### config.mk
export PLATFORM = sky130hd
export DESIGN_NAME = mem_stage
export DESIGN_NICKNAME = d
export VERILOG_FILES = /design/src/rtl/mem_stage.sv
export SDC_FILE = /design/constraint.sdc
export NUM_CORES = 1
export LEC_CHECK = 0
export ABC_AREA = 1
export BUFFER_PORTS_ARGS = -buffer_cell sky130_fd_sc_hd__clkbuf_2
export CORE_ASPECT_RATIO = 1.4
export CORE_MARGIN = 2
export CORE_UTILIZATION = 35
export CTS_CLUSTER_DIAMETER = 30
export DETAILED_ROUTE_END_ITERATION = 10
export HOLD_SLACK_MARGIN = 0.03
export MAX_ROUTING_LAYER = met4
export SYNTH_ARGS = -nofsm -noshare
export SYNTH_HDL_FRONTEND = slang
export SYNTH_SLANG_ARGS = --single-unit
### constraint.sdc
create_clock -name clk -period 4.6 [get_ports clk]
set_input_delay 1.38 -clock clk [delete_from_list [all_inputs] [get_ports clk]]
set_output_delay 1.38 -clock clk [all_outputs]
set_load 0.05 [all_outputs]
### src/rtl/mem_stage.sv
// MEM pipeline stage: holds one instruction from EX, waits for its in-order
// data_sram response, extracts load data and hands the result to WB. Responses
// belonging to flushed instructions are counted and dropped as they arrive.
module mem_stage #(
  parameter int DISCARD_W = 2
) (
  input  logic        clk,
  input  logic        reset,
  input  logic        ex_valid,
  input  logic        ex_req_sent,
  input  logic [4:0]  ex_ld_ctrl,
  input  logic [31:0] ex_result,
  input  logic        ex_rf_we,
  input  logic [4:0]  ex_rf_waddr,
  input  logic [31:0] ex_pc,
  input  logic        ex_exc,
  output logic        mem_allow_in,
  input  logic        data_sram_data_ok,
  input  logic [31:0] data_sram_rdata,
  input  logic        flush,
  input  logic        wb_allow_in,
  output logic        mem_valid_out,
  output logic [31:0] mem_result,
  output logic        mem_rf_we,
  output logic [4:0]  mem_rf_waddr,
  output logic [31:0] mem_pc,
  output logic        fwd_we,
  output logic [4:0]  fwd_waddr,
  output logic [31:0] fwd_data,
  output logic        fwd_stall
);

  localparam logic [DISCARD_W-1:0] DISCARD_MAX = '1;
  localparam logic [DISCARD_W-1:0] DISCARD_ONE = DISCARD_W'(1);

  // Sign-extend a byte.
  function automatic logic signed [31:0] sext8(input logic [7:0] b);
    logic signed [7:0] sb;
    sb = b;
    return 32'(sb);
  endfunction

  // Sign-extend a halfword.
  function automatic logic signed [31:0] sext16(input logic [15:0] h);
    logic signed [15:0] sh;
    sh = h;
    return 32'(sh);
  endfunction

  // Select the addressed lane of the response word and extend it.
  // ld = {ld_w, ld_bu, ld_b, ld_hu, ld_h}.
  function automatic logic [31:0] load_extract(input logic [4:0]  ld,
                                               input logic [1:0]  lo,
                                               input logic [31:0] word);
    logic [31:0] shifted;
    logic [7:0]  b;
    logic [15:0] h;
    logic [31:0] r;
    shifted = word >> {lo, 3'b000};
    b       = shifted[7:0];
    h       = lo[1] ? word[31:16] : word[15:0];
    if (ld[4])      r = word;
    else if (ld[3]) r = {24'b0, b};
    else if (ld[2]) r = sext8(b);
    else if (ld[1]) r = {16'b0, h};
    else            r = sext16(h);
    return r;
  endfunction

  // ---- stage p0: instruction held in MEM ----
  logic                 valid_p0;
  logic                 req_sent_p0;
  logic [4:0]           ld_ctrl_p0;
  logic                 exc_p0;
  logic                 rf_we_p0;
  logic [31:0]          result_p0;
  logic [4:0]           rf_waddr_p0;
  logic [31:0]          pc_p0;
  logic                 data_got_p0;
  logic [31:0]          buffer_p0;
  logic [DISCARD_W-1:0] discard_cnt;

  logic        wait_data;
  logic        discard_idle;
  logic        data_hit;
  logic        ready_go;
  logic        handoff;
  logic        load_in;
  logic        discard_inc;
  logic        discard_dec;
  logic        is_load;
  logic [31:0] load_word;

  assign wait_data     = valid_p0 & req_sent_p0 & ~data_got_p0;
  assign discard_idle  = (discard_cnt == '0);
  // A response only belongs to the held instruction once all stale ones are gone.
  assign data_hit      = data_sram_data_ok & discard_idle;
  assign ready_go      = ~wait_data | data_hit;
  assign mem_allow_in  = (~valid_p0 | (ready_go & wb_allow_in)) & (discard_cnt != DISCARD_MAX);
  assign mem_valid_out = valid_p0 & ready_go & ~flush;
  assign handoff       = mem_valid_out & wb_allow_in;
  assign load_in       = ex_valid & mem_allow_in & ~flush;
  assign discard_dec   = data_sram_data_ok & ~discard_idle;
  // Flushing a waiter whose response has not arrived leaves one stale response in flight.
  assign discard_inc   = flush & wait_data & ~data_hit;

  assign is_load    = |ld_ctrl_p0;
  assign load_word  = data_got_p0 ? buffer_p0 : data_sram_rdata;
  assign mem_result = (is_load & ~exc_p0) ? load_extract(ld_ctrl_p0, result_p0[1:0], load_word)
                                          : result_p0;

  assign mem_rf_we    = rf_we_p0;
  assign mem_rf_waddr = rf_waddr_p0;
  assign mem_pc       = pc_p0;
  assign fwd_we       = valid_p0 & rf_we_p0;
  assign fwd_waddr    = rf_waddr_p0;
  assign fwd_data     = mem_result;
  assign fwd_stall    = valid_p0 & is_load & ~ready_go;

  // Stage occupancy: flush kills and blocks entry, otherwise load or retire.
  always_ff @(posedge clk) begin
    if (reset)             valid_p0 <= 1'b0;
    else if (flush)        valid_p0 <= 1'b0;
    else if (mem_allow_in) valid_p0 <= ex_valid;
    else if (handoff)      valid_p0 <= 1'b0;
  end

  // Control fields of the held instruction.
  always_ff @(posedge clk) begin
    if (reset) begin
      req_sent_p0 <= 1'b0;
      ld_ctrl_p0  <= '0;
      exc_p0      <= 1'b0;
      rf_we_p0    <= 1'b0;
    end else if (load_in) begin
      req_sent_p0 <= ex_req_sent;
      ld_ctrl_p0  <= ex_ld_ctrl;
      exc_p0      <= ex_exc;
      rf_we_p0    <= ex_rf_we;
    end
  end

  // Data fields of the held instruction.
  always_ff @(posedge clk) begin
    if (load_in) begin
      result_p0   <= ex_result;
      rf_waddr_p0 <= ex_rf_waddr;
      pc_p0       <= ex_pc;
    end
  end

  // Park a response that arrives while WB is stalled.
  always_ff @(posedge clk) begin
    if (reset) begin
      data_got_p0 <= 1'b0;
      buffer_p0   <= '0;
    end else if (flush | load_in | handoff) begin
      data_got_p0 <= 1'b0;
    end else if (wait_data & data_hit) begin
      data_got_p0 <= 1'b1;
      buffer_p0   <= data_sram_rdata;
    end
  end

  // Count of responses still owed to instructions that were flushed.
  always_ff @(posedge clk) begin
    if (reset) begin
      discard_cnt <= '0;
    end else begin
      case ({discard_inc, discard_dec})
        2'b10:   discard_cnt <= discard_cnt + DISCARD_ONE;
        2'b01:   discard_cnt <= discard_cnt - DISCARD_ONE;
        default: discard_cnt <= discard_cnt;
      endcase
    end
  end

endmodule

Word-level counts from Yosys, hierarchy flattened:

Cells that the tools add are included.

* flip-flop bits (word level): 113
* input bits: 115
* output and inout bits: 111
* logic and storage cells: 65

* add/sub/neg operators: 2
* equality and inequality tests: 3
* shifts and indexed selects: 1
* muxes and demuxes: 10
* bitwise gates (word level): 31
* reductions and logical operators: 7

Operator list (number)
* $mux 32: 6
* $shr 32x5->8: 1
* $and 1x1->1: 18
* $mux 16: 1
* $not 1->1: 9
* $reduce_or 5->1: 1
* $or 1x1->1: 4
* $pmux 2 s2: 1
* $reduce_bool 2->1: 2
* $reduce_or 2->1: 2
* $add 2x1->2 const B: 1
* $eq 2x1->1 const B: 1
* $eq 2x2->1 const B: 1
* $logic_not 2->1: 1
* $mux 1: 2
* $ne 2x2->1 const B: 1
* $reduce_and 2->1: 1
* $sub 2x1->2 const B: 1

Longest topological paths before layout:

* depth in word-level cells: 13
* gate-level depth with buffers: 12
* depth with buffers taken out: 10

Worst setup path before layout:

No wires, ideal clock.

* path kind: in2out
* start: in data_sram_rdata[17]
* end: out mem_result[1]
* data arrival time: 3131 ps
* data required time: 3220 ps
* setup slack: 89 ps
* cell stages on the path: 5
* buffers on the path: 1
* cell sequence: nand2_1 > o21ai_0 > a31oi_1 > o21ai_0 > buf_4

* longest elaborated chain between the ends: 7
* elaborated cells on any way between the ends: 8
* those cells by class: 1 x shift; 7 x mux

Ends and longest elaborated chain
* start: declaration: line 19 `input logic [31:0] data_sram_rdata,`
* $mux 32 (*): line 108 `assign load_word = data_got_p0 ? buffer_p0 : data_sram_rdata;`
* parallel branches: the longest is 3 deep, another holds $shr 32x5->8
* $mux 32 (*): line 63 `else if (ld[3]) r = {24'b0, b};`
* $mux 32 (*): line 62 `if (ld[4]) r = word;`
* $mux 32 (*): line 109 `assign mem_result = (is_load & ~exc_p0) ? load_extract(ld_ctrl_p0, result_p0[1:0], load_word)`
* end: declaration: line 23 `output logic [31:0] mem_result,`

Every way passes the cells marked *.

Worst setup path after layout:

* start: in data_sram_rdata[31]
* end: out mem_result[18]

* longest elaborated chain between the ends: 7
* elaborated cells on any way between the ends: 8
* those cells by class: 1 x shift; 7 x mux

Ends and longest elaborated chain
* $mux 32 (*): line 108
* parallel branches: the longest is 2 deep, another holds $shr 32x5->8
* $mux 32 (*): line 64 `else if (ld[2]) r = sext8(b);`
* $mux 32 (*): line 63
* $mux 32 (*): line 62
* $mux 32 (*): line 109

Marked as above.

==> impl_metrics.env <==
export IMPL_outcome="finished, final reports clean"
export IMPL_avgSynthCellArea_um2=8.32
export IMPL_timing_critical_path_required_ns=3.22
export IMPL_synth_flop_cell="edfxtp_1"
export IMPL_yosysWarningCount=0
export IMPL_synth_fa_ha_area_share_pct=0.219
export IMPL_hold_buffers=0
export IMPL_die_h_um=155
export IMPL_dp_final_hpwl_um=12100
export IMPL_final_core_utilization_pct=45.3
export IMPL_cts_root_buffer="clkbuf_16"
export IMPL_power_frac_seq_pct=32.7
export IMPL_grt_pass1_wl_um=23900
export IMPL_total_power_w=0.00345
export IMPL_number_of_buffers_created_by_cts=17
export IMPL_worstSetupPathType="input port to output pin"
export IMPL_port_buffers=225
export IMPL_finalClockSkew_ns=0.00614
export IMPL_pwr_density_cell_nw_per_um2=475
export IMPL_totalWireLength_um=15700
export IMPL_critPathLaunchType="input port"
export IMPL_row_count=55
export IMPL_maxCapViolCount=0
export IMPL_clock_tree_htree_level_count=4
export IMPL_diodes=0
export IMPL_start_util_pct=35.6
export IMPL_static_leakage_power_nw=3.48
export IMPL_hold_viol=0
export IMPL_ioPinCount=226
export IMPL_layout_common_cells="clkbuf_2, nand2_1, nor2_1, edfxtp_1, inv_1"
export IMPL_report_final_setup_viol=0
export IMPL_combPwrFrac_pct=29.1
export IMPL_clock_latency_at_the_later_pin_of_the_worst_skew_pair_ns=0.41
export IMPL_synthesis_instances=685
export IMPL_power_switching_w=0.00131
export IMPL_worst_path_max_fanout=16
export IMPL_holdPathEnd="exc_p0"
export IMPL_cts_tree="built"
export IMPL_main_combinational_cell_family_by_area_after_synthesis="simple AND/OR/NAND/NOR gates"
export IMPL_core_area_um2=16000
export IMPL_p_int_w=0.00214
export IMPL_cts_max_path_buffers=2
export IMPL_timing_final_crit_period_ns=4.28
export IMPL_timing_max_slew_rel_slack_pct=40.8
export IMPL_dr_total_vias=4919
export IMPL_post_synth_instance_area_um2=5700
export IMPL_rsz0062_at_grt="false"
export IMPL_drtIter0Drc=257
export IMPL_final_net_count=985
export IMPL_grt_ovfl_total=0
export IMPL_cts_num_sinks=113
export IMPL_timing_reg2reg_worst_path_depth=8
export IMPL_synth_async_reset_ratio_pct=0
export IMPL_yosysSeqAreaShare_pct=51.8
export IMPL_power_ir_vdd_worst_v=0.000261
export IMPL_crit_path_end_kind="output pin"
export IMPL_syn_num_nets=801
export IMPL_most_common_cell_after_layout_fill_and_taps_aside="clkbuf_2"
export IMPL_drt_pass1_iter_count=5
export IMPL_grt_start_max_net_pins=65
export IMPL_global_placement_routability_congestion=0.866
export IMPL_ctsResizeCount=0
export IMPL_post_cts_setup_buffer_count=0
export IMPL_fraction_of_final_layout_cells_with_drive_strength_greater_than_1_pct=33.1
export IMPL_initial_antenna_violation_count=0
export IMPL_timing_final_crit_share_pct=93.0
export IMPL_chipWidth_um=112
export IMPL_synth_area_mux_share_pct=0.176
export IMPL_drv_slew=0
export IMPL_worstHoldPathType="register to register"
export IMPL_synth_compound_gate_area_share_pct=10.7
export IMPL_synth_xor_xnor_area_share_pct=0.154
export IMPL_power_switching_fraction_pct=38.0
export IMPL_routed_wire_length_per_instance_um=14.5
export IMPL_worst_r2r_dst="result_p0[21]"
export IMPL_arrival_ns=2.90
export IMPL_min_delay_start="exc_p0"
export IMPL_floorplan_die_area_um2=17300
export IMPL_maxClockFrequency_mhz=234
export IMPL_power_share_clock_pct=38.2
export IMPL_reg2reg_from="data_got_p0"
export IMPL_drc=0
export IMPL_reg2reg_slack_ns=1.75
export IMPL_syn_to_final_growth_pct=27.5
export IMPL_yosysUniqueCellTypes=36
export IMPL_grt_pass1_vias=4502
export IMPL_hold_path_depth=2
export IMPL_synth_enable_flop_cells=69
export IMPL_max_slew_worst_pin_slew_ns=0.886
export IMPL_final_antenna_net_count=0
export IMPL_whs_ns=0.469
export IMPL_routed_via_density=4.55
export IMPL_clkTransAtPathRegs_ns=0.06
export IMPL_grt_total_usage_pct=18.6
export IMPL_final_setup_tns_ns=0
export IMPL_synth_simple_gate_area_share_pct=25.5
export IMPL_ys_seq_elements=113
## flip-flops by register name, indices dropped and copies added, names as in the netlist
signal	count
buffer_p0	32
data_got_p0	1
discard_cnt	2
exc_p0	1
fwd_waddr	5
ld_ctrl_p0	5
mem_pc	32
mem_rf_we	1
req_sent_p0	1
result_p0	32
valid_p0	1
## cells in the mapped netlist, drive strengths merged (2+ instances only)
| cell | number | area share, % |
|---|---|---|
| inv | 50 | 3.3 |
| nand4 | 3 | 0.59 |
| a21oi | 45 | 5.9 |
| a31oi | 3 | 0.33 |
| nand3 | 24 | 2.5 |
| edfxtp | 69 | 36 |
| dfxtp | 44 | 15 |
| o21ai | 44 | 3.9 |
| nand2 | 170 | 12 |
| nor3 | 3 | 0.35 |
| clkbuf | 10 | 0.66 |
| clkinv | 2 | 0.13 |
| buf | 57 | 7.4 |
| o211ai | 2 | 0.26 |
| nor2 | 152 | 10 |
## area by class of cell
class	instances	area (um2)
Fill cell	1595	8770
Sequential cell	113	2950
Multi-Input combinational cell	453	2090
Timing Repair Buffer	232	1180
Clock buffer	17	425
Tap cell	199	249
Inverter	52	196
Clock inverter	15	170
## worst max-delay path by stage
stage / startpoint / cells past startpoint / slack [ns] / to
after global routing: data_sram_rdata[31] / 10 / 0.15 / mem_result[18]
after detailed placement: data_sram_rdata[31] / 10 / 0.29 / fwd_data[18]
final: data_sram_rdata[31] / 10 / 0.32 / mem_result[18]
after floorplan: data_sram_rdata[17] / 5 / 0.09 / mem_result[1]
after global placement: data_sram_rdata[31] / 10 / 0.32 / fwd_data[18]
after CTS: data_sram_rdata[31] / 10 / 0.29 / fwd_data[18]
## power by group through the flow
stage | logic [W] | clock network, W | registers (W)
after floorplan | 0.000795 | 0 | 0.00120
after global routing | 0.00106 | 0.00140 | 0.00113
final | 0.00101 | 0.00132 | 0.00113
after CTS | 0.00102 | 0.00135 | 0.00113
after global placement | 0.00102 | 0 | 0.00115
after detailed placement | 0.00102 | 0 | 0.00115
## cells by family after synthesis
logic type,Yosys count
adder cells (fa/ha/maj),1
multiplexers,1
XOR/XNOR,1
buffers and inverters,119
AND/OR/NAND/NOR,354
flip-flops,113
AO/OA/AOI/OAI,96
## metrics by stage
step | worst slack, ns | std cells | instance area (um2)
final | 0.323 | 1081 | 7270
after global routing | 0.150 | 1081 | 7270
after CTS | 0.288 | 1081 | 7270
after detailed placement | 0.290 | 1049 | 6670
after global placement | 0.325 | 1049 | 6670
after floorplan | 0.0886 | 685 | 5700
## layer usage
metal	share of wire, %	vias to the layer above	track usage, %
li1	-	2536	-
met1	41	2198	21.6
met2	51	168	31.2
met3	5.8	17	4.64
met4	2.1	0	6.76
met5	0	-	-
## critical path, stage by stage
cell      delay (ns)
clkbuf_2        0.11
nand2_1         0.08
nand3_1         0.09
nand3_1         0.08
nand2_2         0.10
nand2_4         0.09
nand2_2         0.09
nand2_4         0.22
a21oi_1         0.32
clkbuf_2        0.32
Power figures use the tool's default switching activity.
